<file path="src/rtl/seg7_pkg.sv">
// Shared constants and scan-state encoding for the 7-segment scan controller.
package seg7_pkg;
  localparam logic [6:0] SEG_BLANK = 7'b1111111;
  localparam logic [6:0] SEG_DASH  = 7'b0111111;
  localparam logic       ANODE_OFF = 1'b1;

  typedef enum logic {GAP = 1'b0, SHOW = 1'b1} scan_state_e;
endpackage

</file>
<file path="src/rtl/seg7_scan_ctrl_dec.sv">
// BCD digit decoder: 4-bit code to active-low {g,f,e,d,c,b,a}; A-F show a dash.
module seg7_dec
  import seg7_pkg::*;
(
  input  logic [3:0] code,
  output logic [6:0] seg
);
  always_comb begin
    seg = SEG_DASH;
    case (code)
      4'h0: seg = 7'b1000000;
      4'h1: seg = 7'b1111001;
      4'h2: seg = 7'b0100100;
      4'h3: seg = 7'b0110000;
      4'h4: seg = 7'b0011001;
      4'h5: seg = 7'b0010010;
      4'h6: seg = 7'b0000010;
      4'h7: seg = 7'b1111000;
      4'h8: seg = 7'b0000000;
      4'h9: seg = 7'b0010000;
      default: seg = SEG_DASH;
    endcase
  end
endmodule

</file>
<file path="src/rtl/seg7_scan_ctrl.sv">
// Multiplexed 7-segment scanner with double-buffered BCD word, frame-aligned
// commit, dead-time gaps between digits and optional leading-zero blanking.
module seg7_scan_ctrl
  import seg7_pkg::*;
#(
  parameter int NUM_DIGITS = 4,
  parameter int PRESCALE   = 50000,
  parameter int BLANK_GAP  = 2
) (
  input  logic                      clk,
  input  logic                      rst,
  input  logic                      load_valid,
  output logic                      load_ready,
  input  logic [4*NUM_DIGITS-1:0]   load_data,
  input  logic [NUM_DIGITS-1:0]     load_blank,
  input  logic                      lz_suppress,
  output logic [NUM_DIGITS-1:0]     digit_en,
  output logic [6:0]                display,
  output logic                      frame_done
);
  localparam int CW = $clog2(PRESCALE + BLANK_GAP + 1);
  localparam int IW = (NUM_DIGITS > 1) ? $clog2(NUM_DIGITS) : 1;
  localparam scan_state_e START = (BLANK_GAP == 0) ? SHOW : GAP;

  scan_state_e                 state, state_n;
  logic [CW-1:0]               cnt, cnt_n;
  logic [IW-1:0]               idx, idx_n;
  logic                        frame_end;

  logic [NUM_DIGITS-1:0][3:0]  pend_data, pend_data_n, act_data, act_data_n;
  logic [NUM_DIGITS-1:0]       pend_blank, pend_blank_n, act_blank, act_blank_n;
  logic                        pend_lz, pend_lz_n, pend_vld, pend_vld_n;
  logic [NUM_DIGITS-1:0]       lz_mask;
  logic                        allz;

  logic [3:0]                  sel;
  logic [6:0]                  seg_raw, disp_n;
  logic [NUM_DIGITS-1:0]       en_n;

  assign load_ready = !pend_vld;

  // Digit i>0 goes dark when it and every more-significant nibble are zero.
  always_comb begin
    lz_mask = '0;
    allz    = 1'b1;
    for (int i = NUM_DIGITS - 1; i > 0; i--) begin
      allz       = allz & (pend_data[i] == 4'h0);
      lz_mask[i] = pend_lz & allz;
    end
  end

  always_comb begin
    state_n      = state;
    cnt_n        = cnt + 1'b1;
    idx_n        = idx;
    frame_end    = 1'b0;
    act_data_n   = act_data;
    act_blank_n  = act_blank;
    pend_data_n  = pend_data;
    pend_blank_n = pend_blank;
    pend_lz_n    = pend_lz;
    pend_vld_n   = pend_vld;
    case (state)
      GAP: if (cnt == CW'(BLANK_GAP - 1)) begin
        state_n = SHOW;
        cnt_n   = '0;
      end
      SHOW: if (cnt == CW'(PRESCALE - 1)) begin
        state_n = START;
        cnt_n   = '0;
        if (idx == IW'(NUM_DIGITS - 1)) begin
          idx_n     = '0;
          frame_end = 1'b1;
        end else begin
          idx_n = idx + 1'b1;
        end
      end
      default: state_n = START;
    endcase
    if (frame_end && pend_vld) begin
      act_data_n  = pend_data;
      act_blank_n = pend_blank | lz_mask;
      pend_vld_n  = 1'b0;
    end
    // Acceptance is gated by the pre-edge ready, so a commit and a new load
    // on the same edge never collide.
    if (load_valid && !pend_vld) begin
      pend_data_n  = load_data;
      pend_blank_n = load_blank;
      pend_lz_n    = lz_suppress;
      pend_vld_n   = 1'b1;
    end
  end

  // Outputs are computed from the next state so they land on the entering edge.
  always_comb sel = act_data_n[idx_n];

  seg7_dec u_dec (.code(sel), .seg(seg_raw));

  always_comb begin
    en_n   = {NUM_DIGITS{ANODE_OFF}};
    disp_n = SEG_BLANK;
    if (state_n == SHOW) begin
      en_n[idx_n] = ~ANODE_OFF;
      if (!act_blank_n[idx_n]) disp_n = seg_raw;
    end
  end

  always_ff @(posedge clk) begin
    if (rst) begin
      state      <= START;
      cnt        <= '0;
      idx        <= '0;
      pend_data  <= '0;
      pend_blank <= '0;
      pend_lz    <= 1'b0;
      pend_vld   <= 1'b0;
      act_data   <= '0;
      act_blank  <= '1;
      digit_en   <= {NUM_DIGITS{ANODE_OFF}};
      display    <= SEG_BLANK;
      frame_done <= 1'b0;
    end else begin
      state      <= state_n;
      cnt        <= cnt_n;
      idx        <= idx_n;
      pend_data  <= pend_data_n;
      pend_blank <= pend_blank_n;
      pend_lz    <= pend_lz_n;
      pend_vld   <= pend_vld_n;
      act_data   <= act_data_n;
      act_blank  <= act_blank_n;
      digit_en   <= en_n;
      display    <= disp_n;
      frame_done <= frame_end;
    end
  end
endmodule

</file>
<file path="config.mk">
export PLATFORM = sky130hd
export DESIGN_NAME = seg7_scan_ctrl
export DESIGN_NICKNAME = d
export VERILOG_FILES = /design/src/rtl/seg7_pkg.sv /design/src/rtl/seg7_scan_ctrl_dec.sv /design/src/rtl/seg7_scan_ctrl.sv
export SDC_FILE = /design/constraint.sdc
export NUM_CORES = 1
export LEC_CHECK = 0
export ABC_AREA = 1
export CORE_MARGIN = 1.5
export CORE_UTILIZATION = 58
export CTS_BUF_LIST = sky130_fd_sc_hd__clkbuf_4
export DETAILED_ROUTE_END_ITERATION = 12
export PLACE_DENSITY = 0.82
export SLEW_MARGIN = 30
export SYNTH_ARGS = -nofsm -noshare
export SYNTH_HDL_FRONTEND = slang
export SYNTH_SLANG_ARGS = --single-unit
export TNS_END_PERCENT = 5
</file>
<file path="constraint.sdc">
create_clock -name clk -period 3.1 [get_ports clk]
set_input_delay 0.31 -clock clk [delete_from_list [all_inputs] [get_ports clk]]
set_output_delay 0.31 -clock clk [all_outputs]
set_load 0.05 [all_outputs]
</file>
======== Word-level counts from Yosys, hierarchy flattened ========
Memories as Yosys holds them, arrays and structs flattened. A register that Yosys moved wholly into a read port is not among the register bits.
Cells that the tools add are included.
storage, ports and cells
  register bits ........................... 66
  ROM bits ................................ 112
  input port bits ......................... 24
  output and inout bits ................... 13
  word-level logic and storage cells ...... 66
  memories kept ........................... 1
operators by class
  $add $sub $neg .......................... 2
  magnitude comparators ................... 2
  equal/unequal tests ..................... 3
  muxes and demuxes ....................... 22
  bitwise logic cells ..................... 9
  reduce and logical (&&, ||, !) cells .... 10
memories
  memory           depth  bits a word  read ports  clocked after Yosys merged registers in  wr ports  RTL line                  RTL
  (no name shown)  16     7            1           1                                        0         seg7_scan_ctrl_dec.sv:10  case (code)
operators by type and width
  cell                     count
  $mux W16                 3
  $pmux W16 S2             1
  $add A16 B1 Y16 const B  1
  $eq A16 B1 Y1 const B    1
  $eq A16 B16 Y1 const B   1
  $logic_not A4 Y1         3
  $mux W1                  9
  $bmux W4 S2              1
  $mux W4                  2
  $mux W2                  3
  $and A1 B1 Y1            5
  $not A4 Y4               1
  $or A4 B4 Y4             1
  $logic_and A1 B1 Y1      3
  $lt A2 B3 Y1 const B     1
  $reduce_or A3 Y1         1
  $add A2 B1 Y2 const B    1
  $bmux W1 S2              1
  $demux W1 S2             1
  $eq A2 B2 Y1 const B     1
  $ge A2 B1 Y1 const B     1
  $not A1 Y1               2
  $pmux W1 S2              1
  $reduce_bool A2 Y1       1
  other kinds (2)          2

======== Depth between registers and ports, before layout ========
  word-level depth ........................ 9
  depth in mapped cells ................... 18
  gate-level depth less buffers ........... 18

======== By module ========
A second synthesis with hierarchy kept.
unflattened totals
  cells, all modules ...................... 463
  area, all modules ....................... 3320.7 µm²
by module, submodules not included
  module          instances  cells each  area each (µm²)  seq. area each (µm²)
  seg7_scan_ctrl  1          428         3133.0           1461.4
  seg7_dec        1          35          187.7            0.0

======== Least setup slack after synthesis ========
Ideal clock, no wire load.
  path kind ............................... register to register
  from .................................... reg cnt[0]
  to ...................................... reg display[0]
  library setup time ...................... 124 ps
  arrival ................................. 2168 ps
  data required time ...................... 2976 ps
  path slack .............................. 809 ps
  cell stages (with the launch flop) ...... 17
  buffers on the path ..................... 1
  period minus slack after synthesis ...... 2291 ps
  path through ............................ dfxtp_1 ha_1 nand3_1 nor2_4 nand4_4 buf_6 nand2_1 o21ai_1 nand2_1 nand2_1 nor2_2 inv_1 ha_1 inv_1 nand3_1 nand3_1 nand3_1
on the way
  longest elaborated chain between the ends .. 8
  elaborated cells on any way between the ends .. 18
  classes of those cells .................. eq/ne (2); mux (13); bitwise (1); reduce/logical (2)
RTL lines
  element                            RTL line               RTL
  start: declaration                 seg7_scan_ctrl.sv:26   logic [CW-1:0] cnt, cnt_n;
  start signal: assignment           seg7_scan_ctrl.sv:125  cnt <= cnt_n;
  $eq A16 B16 Y1                     seg7_scan_ctrl.sv:68   SHOW: if (cnt == CW'(PRESCALE - 1)) begin
  $mux W1                            seg7_scan_ctrl.sv:68
  $mux W1                            seg7_scan_ctrl.sv:63   case (state)
  $logic_and A1 B1 Y1                seg7_scan_ctrl.sv:80   if (frame_end && pend_vld) begin
  $mux W4                            seg7_scan_ctrl.sv:80
  $bmux W1 S2                        seg7_scan_ctrl.sv:105  if (!act_blank_n[idx_n]) disp_n = seg_raw;
  $mux W1 (not written as such)      seg7_scan_ctrl.sv:105
  $reduce_or A3 Y1 (no source line)  --
  end: declaration                   seg7_scan_ctrl.sv:18   output logic [6:0] display,
Parallel ways exist; a longest one is shown, timed or not. The select of a mux whose other input is x is not followed.
A chain may end at the register's enable or synchronous reset.

======== Worst setup path after layout ========
Ends and elaborated chain as after synthesis.

==> metrics.txt <==
status=completed; final worst-path cycle share=87.6%; Leak Pwr=1.75 nW; start of the worst register-to-register path=cnt[0]$_SDFF_PP0_; number of buffers created by CTS=9; count of unique library cells instantiated by Yosys=33; data arrival time at the worst-slack endpoint=about 3000 ps; Die Width=80.2 um; drt via density=5.12; largest fanout on the critical path=26; Routed WL=7200 um; reg2reg setup slack=380 ps; top-area cell type share of the netlist area=between 40% and 50%; Seq/Total Area, Yosys=a little over two fifths; final core utilization=71.1%; global-route total usage across every layer=about a quarter; per-cell routed wire length=12.2 um; cells traversed along the worst timing path=ha_1 -> nand3_1 -> nor2_4 -> nand4_4 -> nand2_1 -> o21ai_1 -> nand2_1 -> nand2_1 -> nor2_2 -> inv_1 -> ha_1 -> inv_1 -> nand3_1 -> nand3_1 -> nand3_1; Min Clock Period, post-route=approximately 2700 ps; post-detail-place hpwl=5340 um; hold violation total from the final report=0; vias in the first global route=2903; Synth Cell Area=between 3000 and 4000 um2; Clk pin slew, worst setup/hold paths=approximately 120 ps; Data required, critical path=3410 ps; first-pass GRT wire length=~13000 um; CTS-repair resized insts=0; number of H-tree levels=3; unrepaired setup endpoints after global routing=false; total clock sinks=73; final setup violation count=0; largest net degree at the start of global routing=36; Root Buffer Master=sky130_fd_sc_hd__clkbuf_4; DRT iter0 DRCs=between 150 and 200; CTS tree=built; via count of the routed design=~3000; standard-cell rows=27; Post-route DRC=0; Die Outline Area=6440 um2; initial core utilization=61.3%; Clock Latency Late Sink=430 ps; Die Ht=roughly 80 um; endpoint kind of the worst setup timing path=flop; IR drop worst, VDD=0.288 mV; slew of the pin with the lowest slew margin=842 ps; total power density per cell area=455 nW/um2; beginning of the critical path=cnt[0]$_SDFF_PP0_; max-cap violations=0; worst clock skew=15.2 ps; last weighted congestion value of the routability-driven placer=0.872; cell type with the largest total area after synthesis=sky130_fd_sc_hd__dfxtp_1; mean instance size in the synthesized netlist=7.27 um2; count of antenna diodes in the layout=0; synthesized instance count=476; endpoint of the worst setup timing path=display[0]$_SDFF_PP1_; number of top-level design ports=37; post-route non-filler standard cell count=588; total overflow reported by the global router=0; synthesis warning total=0; final-report max-slew violation count=0; drt first pass iters=4; post-synthesis net count=509; slowest library cell on the worst path=sky130_fd_sc_hd__dfxtp_1; most area-consuming cells after synthesis=sky130_fd_sc_hd__dfxtp_1 42%, sky130_fd_sc_hd__nand2_1 10%, sky130_fd_sc_hd__inv_1 6.8%; Buffers & Inverters on Critical Path=2; placeable core region=5640 um2; total negative setup slack=0 ps; Final Net Count=544; hold-fix buffer count after cts=0; buffers from clock root to sink, at most=2; number of flip-flops and latches in the synthesized netlist=73; count of port buffers added during placement=36; antenna violations before repair=0; min-delay worst type=in -> reg; critical path's top delay family=simple AND/OR/NAND/NOR gates; timing-limited maximum frequency=368 MHz; cell occurring most often along the worst timing path=sky130_fd_sc_hd__nand3_1; synthesis-to-layout area growth=15.9%; maximum cell stage delay along the critical path=400 ps; critical setup path kind=reg -> reg; number of placed instances with taps included=572; share of final-layout standard cells stronger than drive strength 1=11.2%; number of gates on the worst path with buffers counted=15; remaining number of nets flagged by the antenna check after routing=0; Worst slew margin=43.8%; total setup buffers inserted after CTS=0; cell depth of the worst flop-to-flop path=15; endpoint of the worst register-to-register path=display[0]$_SDFF_PP1_; CP startpoint kind=flop
-- state kept, by name (all words and copies together) (netlist names) --
name,count
act_data,16
cnt,16
pend_data,16
display,7
act_blank,4
digit_en,4
pend_blank,4
idx,2
frame_done,1
pend_lz,1
pend_vld,1
state,1
-- cells in the mapped netlist --
master	number
sky130_fd_sc_hd__nor2_8	1
sky130_fd_sc_hd__o21a_1	2
sky130_fd_sc_hd__nor3_1	4
sky130_fd_sc_hd__buf_6	2
sky130_fd_sc_hd__dfxtp_1	73
sky130_fd_sc_hd__nand2_2	14
sky130_fd_sc_hd__buf_4	1
sky130_fd_sc_hd__a31oi_1	1
sky130_fd_sc_hd__nand4_4	1
sky130_fd_sc_hd__inv_2	4
sky130_fd_sc_hd__xor2_1	2
sky130_fd_sc_hd__clkbuf_1	9
sky130_fd_sc_hd__o21ai_0	28
sky130_fd_sc_hd__xnor2_1	1
sky130_fd_sc_hd__nand3_2	2
sky130_fd_sc_hd__nand3_1	25
sky130_fd_sc_hd__o21ai_1	5
sky130_fd_sc_hd__nor2_2	6
sky130_fd_sc_hd__buf_2	2
sky130_fd_sc_hd__inv_1	63
sky130_fd_sc_hd__o211ai_1	1
sky130_fd_sc_hd__or2_2	1
sky130_fd_sc_hd__and2_1	2
sky130_fd_sc_hd__ha_1	9
sky130_fd_sc_hd__nor2_4	6
sky130_fd_sc_hd__a21oi_1	26
sky130_fd_sc_hd__o21ai_2	4
sky130_fd_sc_hd__nand2_4	3
sky130_fd_sc_hd__nor4_1	2
sky130_fd_sc_hd__nand2_1	95
sky130_fd_sc_hd__nand4_1	16
sky130_fd_sc_hd__nor2_1	62
sky130_fd_sc_hd__nor3b_1	3
-- cells in the final DEF, fill, tap and decap left out, types with 5 or more instances in the layout --
master	count
sky130_fd_sc_hd__a21oi_1	26
sky130_fd_sc_hd__nor2_1	62
sky130_fd_sc_hd__dfxtp_1	73
sky130_fd_sc_hd__clkdlybuf4s50_1	36
sky130_fd_sc_hd__inv_1	63
sky130_fd_sc_hd__nor2_2	6
sky130_fd_sc_hd__nand2_2	14
sky130_fd_sc_hd__clkbuf_4	10
sky130_fd_sc_hd__o21ai_1	5
sky130_fd_sc_hd__nand4_1	16
sky130_fd_sc_hd__o21ai_0	28
sky130_fd_sc_hd__nand2_1	95
sky130_fd_sc_hd__ha_1	9
sky130_fd_sc_hd__nand3_1	25
sky130_fd_sc_hd__nor2_4	6
-- cells by family (layout without fill, tap and decap cells) --
logic type                 count (synthesis)  count (layout)  share of synthesized area (%)
AOI/OAI and AO/OA                         67              67                           10.4
xor gates and xnor gates                   3               3                          0.759
adders and majority gates                  9               9                           3.25
buffers and inverters                     81             121                           9.40
DFF                                       73              73                           42.2
and+or+nand+nor                          243             243                           34.0
-- worst min-delay path by stage --
stage / slack, ps / endpoint / startpoint / depth (start not counted)
floorplan: 430 / pend_data[2]$_SDFFE_PP0P_ / pend_data[2]$_SDFFE_PP0P_ / 2
global placement: 450 / cnt[0]$_SDFF_PP0_ / cnt[0]$_SDFF_PP0_ / 1
detailed placement: 460 / cnt[0]$_SDFF_PP0_ / cnt[0]$_SDFF_PP0_ / 1
CTS: 460 / pend_data[3]$_SDFFE_PP0P_ / load_data[3] / 3
global route: 470 / pend_blank[2]$_SDFFE_PP0P_ / load_blank[2] / 3
finish: 460 / pend_lz$_SDFFE_PP0P_ / lz_suppress / 3
-- routing by layer --
layer / part of all wire, % / track usage [%] / vias up
met3: 4.1 / 4.09 / 15
li1: - / - / 1583
met1: 45 / 29.4 / 1352
met2: 49 / 44.5 / 60
met4: 2.6 / 12.4 / 0
met5: 0 / 0 / -
-- metrics by stage --
step	instance area [um2]	power, mW	hold WS, ps	worst slack, ps
after floorplan	3460	1.11	430	809
after global placement	3850	1.17	448	562
after detailed placement	3850	1.18	455	413
after CTS	4010	1.83	462	381
after global routing	4010	1.90	466	12.8
final	4010	1.83	460	384
-- worst reg2reg max path: cells and delay by family, from the launching register on --
kind | cells | cell delay, ps
compound gates | 1 | 90
fa+ha+maj | 2 | 390
buf+inv | 2 | 160
flops | 1 | 400
simple gates | 10 | 1550
-- power breakdown --
group          leakage (nW)  switching, mW  internal [mW]
Clock                0.0777          0.338          0.331
Combinational          1.08         0.0955         0.0636
Sequential            0.595         0.0248          0.972
Total                  1.75          0.459           1.37
-- layout make-up --
| type | instances | area [um2] |
|---|---|---|
| multi-input cells | 322 | 1670 |
| fillers | 470 | 1630 |
| flip-flops and latches | 73 | 1460 |
| repair buffers | 38 | 375 |
| inverters | 67 | 251 |
| well taps | 72 | 90.1 |
| clock inverters | 6 | 82.6 |
| clock buffers | 10 | 75.1 |
Note: power is estimated with default switching activity, not from simulation.
